File: config.mk
export PLATFORM = sky130hd
export DESIGN_NAME = responde_medida_dht11
export DESIGN_NICKNAME = d
export VERILOG_FILES = /design/src/rtl/dht11_pkg.sv /design/src/rtl/tx_serial_8O1.sv /design/src/rtl/responde_medida_dht11.sv
export SDC_FILE = /design/constraint.sdc
export NUM_CORES = 1
export LEC_CHECK = 0
export ABC_CLOCK_PERIOD_IN_PS = 4700
export BUFFER_PORTS_ARGS = -buffer_cell sky130_fd_sc_hd__buf_4
export CAP_MARGIN = 0
export CORE_UTILIZATION = 40
export CTS_CLUSTER_SIZE = 30
export DETAILED_ROUTE_END_ITERATION = 16
export HOLD_SLACK_MARGIN = 0.02
export SKIP_CTS_REPAIR_TIMING = 1
export SLEW_MARGIN = 40
export SYNTH_ARGS = -nofsm -noshare
export SYNTH_HDL_FRONTEND = slang
export SYNTH_SLANG_ARGS = --single-unit
File: constraint.sdc
create_clock -name clock -period 4.7 [get_ports clock]
set_clock_uncertainty 0.05 [all_clocks]
set_input_delay 0.235 -clock clock [delete_from_list [all_inputs] [get_ports clock]]
set_output_delay 0.235 -clock clock [all_outputs]
set_load 0.02 [all_outputs]
File: src/rtl/dht11_pkg.sv
// rtl/dht11_pkg.sv - shared encodings and constants for the DHT11 measurement responder
package dht11_pkg;

  typedef enum logic [3:0] {
    OCIOSO      = 4'd0,
    CAPTURA     = 4'd1,
    INICIA_BYTE = 4'd2,
    TRANSMITE   = 4'd3,
    INTERVALO   = 4'd4,
    PROXIMO     = 4'd5,
    FIM         = 4'd6
  } estado_t;

  localparam int CLK_P_BIT_DEF = 5208;
  localparam int FRAME_BITS    = 11;
  localparam int IDX_W         = 2;

  // Index 0 is the humidity high byte; temperature low byte goes last.
  function automatic logic [7:0] seleciona_byte(input logic [31:0] palavra,
                                                input logic [IDX_W-1:0] idx);
    case (idx)
      2'd0:    seleciona_byte = palavra[31:24];
      2'd1:    seleciona_byte = palavra[23:16];
      2'd2:    seleciona_byte = palavra[15:8];
      default: seleciona_byte = palavra[7:0];
    endcase
  endfunction

endpackage

File: src/rtl/tx_serial_8O1.sv
// rtl/tx_serial_8O1.sv - single-byte UART transmitter, 8 data bits, odd parity, 1 stop bit
module tx_serial_8O1
  import dht11_pkg::*;
#(
  parameter int CLK_P_BIT = CLK_P_BIT_DEF
) (
  input  logic       clock,
  input  logic       reset,
  input  logic       partida,
  input  logic [7:0] dados,
  output logic       saida_serial,
  output logic       fim
);

  localparam int CW = $clog2(CLK_P_BIT + 1);

  logic [10:0]   shift_q, shift_d;
  logic [CW-1:0] cyc_q, cyc_d;
  logic [3:0]    bit_q, bit_d;
  logic          ativo_q, ativo_d;

  always_ff @(posedge clock or posedge reset) begin
    if (reset) begin
      shift_q <= '1;
      cyc_q   <= '0;
      bit_q   <= '0;
      ativo_q <= 1'b0;
    end else begin
      shift_q <= shift_d;
      cyc_q   <= cyc_d;
      bit_q   <= bit_d;
      ativo_q <= ativo_d;
    end
  end

  always_comb begin
    shift_d = shift_q;
    cyc_d   = cyc_q;
    bit_d   = bit_q;
    ativo_d = ativo_q;
    fim     = 1'b0;
    if (partida) begin
      shift_d = {1'b1, ~^dados, dados, 1'b0};
      cyc_d   = '0;
      bit_d   = '0;
      ativo_d = 1'b1;
    end else if (ativo_q) begin
      if (cyc_q == CW'(CLK_P_BIT - 1)) begin
        cyc_d = '0;
        if (bit_q == 4'(FRAME_BITS - 1)) begin
          // Stop bit stays on the line after the frame, so no final shift.
          ativo_d = 1'b0;
          bit_d   = '0;
          fim     = 1'b1;
        end else begin
          bit_d   = bit_q + 4'd1;
          shift_d = {1'b1, shift_q[10:1]};
        end
      end else begin
        cyc_d = cyc_q + CW'(1);
      end
    end
  end

  assign saida_serial = shift_q[0];

endmodule

File: src/rtl/responde_medida_dht11.sv
// rtl/responde_medida_dht11.sv - far-end responder sending latched humidity/temperature as four UART frames
module responde_medida_dht11
  import dht11_pkg::*;
#(
  parameter int CLK_P_BIT = CLK_P_BIT_DEF,
  parameter int GAP_BITS  = 2,
  parameter int N_BYTES   = 4
) (
  input  logic        clock,
  input  logic        reset,
  input  logic        medir,
  input  logic [15:0] umidade_in,
  input  logic [15:0] temperatura_in,
  output logic        tx_serial,
  output logic        ocupado,
  output logic        pronto,
  output logic [3:0]  db_estado
);

  localparam int GAP_CYC = GAP_BITS * CLK_P_BIT;
  localparam int GW      = $clog2(GAP_CYC + 1);

  estado_t          estado_q, estado_d;
  logic [IDX_W-1:0] idx_q, idx_d;
  logic [31:0]      shadow_q, shadow_d;
  logic [GW-1:0]    gap_q, gap_d;
  logic             sync1_q, sync2_q, prev_q;
  logic             borda, partida, fim_byte;

  always_ff @(posedge clock or posedge reset) begin
    if (reset) begin
      estado_q <= OCIOSO;
      idx_q    <= '0;
      shadow_q <= '0;
      gap_q    <= '0;
      sync1_q  <= 1'b0;
      sync2_q  <= 1'b0;
      prev_q   <= 1'b0;
    end else begin
      estado_q <= estado_d;
      idx_q    <= idx_d;
      shadow_q <= shadow_d;
      gap_q    <= gap_d;
      sync1_q  <= medir;
      sync2_q  <= sync1_q;
      prev_q   <= sync2_q;
    end
  end

  // Edge tracking runs in every state, so a level held through FIM never retriggers.
  assign borda = sync2_q & ~prev_q;

  always_comb begin
    estado_d = estado_q;
    idx_d    = idx_q;
    shadow_d = shadow_q;
    gap_d    = gap_q;
    partida  = 1'b0;
    ocupado  = 1'b1;
    pronto   = 1'b0;
    case (estado_q)
      OCIOSO: begin
        ocupado = 1'b0;
        if (borda) estado_d = CAPTURA;
      end
      CAPTURA: begin
        shadow_d = {umidade_in, temperatura_in};
        idx_d    = '0;
        estado_d = INICIA_BYTE;
      end
      INICIA_BYTE: begin
        partida  = 1'b1;
        estado_d = TRANSMITE;
      end
      TRANSMITE: begin
        if (fim_byte) begin
          gap_d    = '0;
          estado_d = INTERVALO;
        end
      end
      INTERVALO: begin
        if (gap_q == GW'(GAP_CYC - 1)) begin
          estado_d = (idx_q == IDX_W'(N_BYTES - 1)) ? FIM : PROXIMO;
        end else begin
          gap_d = gap_q + GW'(1);
        end
      end
      PROXIMO: begin
        idx_d    = idx_q + IDX_W'(1);
        estado_d = INICIA_BYTE;
      end
      FIM: begin
        pronto   = 1'b1;
        ocupado  = 1'b0;
        estado_d = OCIOSO;
      end
      default: estado_d = OCIOSO;
    endcase
  end

  tx_serial_8O1 #(
    .CLK_P_BIT(CLK_P_BIT)
  ) u_tx (
    .clock       (clock),
    .reset       (reset),
    .partida     (partida),
    .dados       (seleciona_byte(shadow_q, idx_q)),
    .saida_serial(tx_serial),
    .fim         (fim_byte)
  );

  assign db_estado = estado_q;

endmodule

==> results.yml <==
power:
  peakVddDrop_mv: 0.299
  total_leakage_power_nw: 2.05
  power_mw: 2.80
  power.density_nw_per_um2: 600
yosys:
  synth_top_flop_cell: "dfrtp_1"
  synth-edff-count: 0
  syn-num-nets: 440
  async_reset_ff_share_pct: 100
  netlist_instances: 397
  syn_area_per_cell_um2: 10.1
  synth_cell_types: 45
  synth_warnings: 0
  ys_seq_area_share_pct: 51.4
  syn_area_um2: 4020
  synth_seq_cells: 82
sta:
  maxSlewHeadroom_pct: 56.6
  min_period_over_period_pct: 50.9
  fmax_mhz: 418
  fin_ws_ns: 2.31
  hold_violations: 0
  slew_viol_final: 0
  finalSetupViolCount: 0
  fin_setup_tns_ns: 0
  worst_pin_slew_ns: 0.650
  rsz0062_at_grt: "false"
  finalCriticalPeriod_ns: 2.39
routing:
  routedWlPerCell_um: 13.4
  drt-total-wl_um: 7650
  drtPass1Iterations: 6
  drtIter0Drc: 128
  drc: 0
  vias: 2923
  via_per_inst: 5.12
  ant_nets: 0
setup_path:
  critPathMaxStageDelay_ns: 0.49
  required_ns: 4.92
  cp_num_buf_inv: 0
  path_delay_family: "simple AND/OR/NAND/NOR gates"
  arrival_ns: 2.62
  path_max_fanout: 17
  critical_path_class: "flip-flop to flip-flop"
  critPathLaunchType: "flip-flop"
  worstPathCellList: "ha_1, or4b_4, nor3_4, nand2_2, o21ai_4, nor2_1, a31oi_1"
  worst_path_max_delay_cell: "or4b_4"
  worstSetupEndpointType: "flip-flop"
finish:
  diodes: 0
  final_common_cell: "dfrtp_1"
  layout-drive-gt1-share_pct: 23.3
  final_cell_mix: "dfrtp_1, nand2_1, nor2_1, buf_4, o21ai_0"
  layout.cells.non_filler: 571
  final_nets: 477
  syn_to_final_growth_pct: 16.3
  final_cell_area_um2: 4670
global_routing:
  antenna_found_initial: 0
  grt_max_degree: 52
  grt.total_usage_pct: 16.4
  overflow: 0
  first_global_vias: 2819
  grt_pass1_wl_um: 13200
placed_design:
  pre_cts_ws_ns: 2.29
  post-place-cells: 554
  placed_area_um2: 4420
  portBuffers: 40
  hpwl_um: 5340
  place_congestion: 0.736
cts:
  cts_made_buffers: 9
  clockRootBuffer: "clkbuf_8"
  cts_buffer_depth: 2
  clock-sinks: 82
  clk_pin_slew_ns: 0.08
  cts_tree: "yes"
  htree_num_levels: 3
  insertion_delay_ns: 0.35
die:
  die_h_um: 102
  start_util_pct: 41.1
  die_w_um: 102
  rows: 36
  dieArea_um2: 10400
  core_um2: 9770
  ios: 42
hold_path:
  worstHoldPathType: "input port to flip-flop"
outcome:
  status: "finished clean"
flow_run:
  maxCapViolCount: 0
[cell families after synthesis]
kind of cell / after synthesis / synth area share [%]
adder cells (fa/ha/maj): 8 / 2.49
AO/OA/AOI/OAI: 73 / 11.4
multiplexers: 33 / 8.97
AND/OR/NAND/NOR: 146 / 17.6
buffers and inverters: 34 / 3.61
XOR/XNOR: 20 / 4.36
flip-flops: 82 / 51.4
other: 1 / 0.0934
[tightest hold or removal path, cell delays in order]
cell,delay [ns]
buf_4,0.08
nand2_1,0.04
o21ai_0,0.06
[cell type report]
cell class	count	area [um2]
Clock buffer	10	128
Clock inverter	5	104
Fill cell	933	5100
Inverter	15	57.6
Multi-Input combinational cell	281	1810
Sequential cell	82	2060
Tap cell	133	166
Timing Repair Buffer	45	343
[synthesized netlist by cell type (all sizes together), types with 2 or more instances]
master | number | area [um2]
a21o | 2 | 15.0
a21oi | 12 | 63.8
a222oi | 8 | 80.1
a31oi | 11 | 75.1
and2 | 4 | 25.0
and3 | 5 | 31.3
and4 | 2 | 17.5
buf | 8 | 47.5
clkbuf | 11 | 41.3
dfrtp | 72 | 1800
dfstp | 10 | 263
ha | 8 | 100
inv | 15 | 56.3
mux2 | 24 | 270
mux2i | 9 | 90.1
nand2 | 49 | 186
nand2b | 2 | 12.5
nand3 | 16 | 80.1
nand4 | 5 | 31.3
nor2 | 46 | 173
nor3 | 5 | 41.3
nor4bb | 2 | 20.0
o21ai | 35 | 186
o31ai | 4 | 30.0
or3 | 3 | 18.8
xnor2 | 10 | 87.6
xor2 | 10 | 87.6
[state kept, by name, summed over array words and instances (netlist names), 2 cells and up]
register	flops
u_tx.bit_q	4
gap_q	14
u_tx.shift_q	10
u_tx.cyc_q	13
shadow_q	32
db_estado	3
idx_q	2
[per-stage QoR]
step                hold slack, ns  utilization (%)
detailed placement           0.253             45.2
finish                      0.0412             47.8
global placement             0.249             45.2
CTS                         -0.131             47.6
floorplan                    0.216                -
global route                0.0269             47.8
[per-layer routing]
metal  wire [um]  vias up  track usage, %
met3         205        8            2.74
li1            -     1448               -
met4         109        0            6.59
met5           0        -               0
met2        3680       57            25.8
met1        3660     1410            22.5
[power by group]
part,switching [mW],internal [mW],leakage (nW)
sequential,0.155,0.958,1.02
combinational,0.560,0.528,0.915
clock,0.253,0.351,0.116
[worst paths after layout]
kind                       slack, ns              start              end  cells after the start
setup / recovery                2.31      u_tx.cyc_q[0]  u_tx.shift_q[8]                      7
hold / removal                  0.04  temperatura_in[7]      shadow_q[7]                      3
setup reg to reg                2.31      u_tx.cyc_q[0]  u_tx.shift_q[8]                      7
hold reg to reg                 0.31            sync1_q          sync2_q                      0
max in group asynchronous       3.14              reset    u_tx.cyc_q[7]                      4
min in group asynchronous       0.42              reset          sync2_q                      3
No activity file was read; power rests on OpenSTA's default activity.
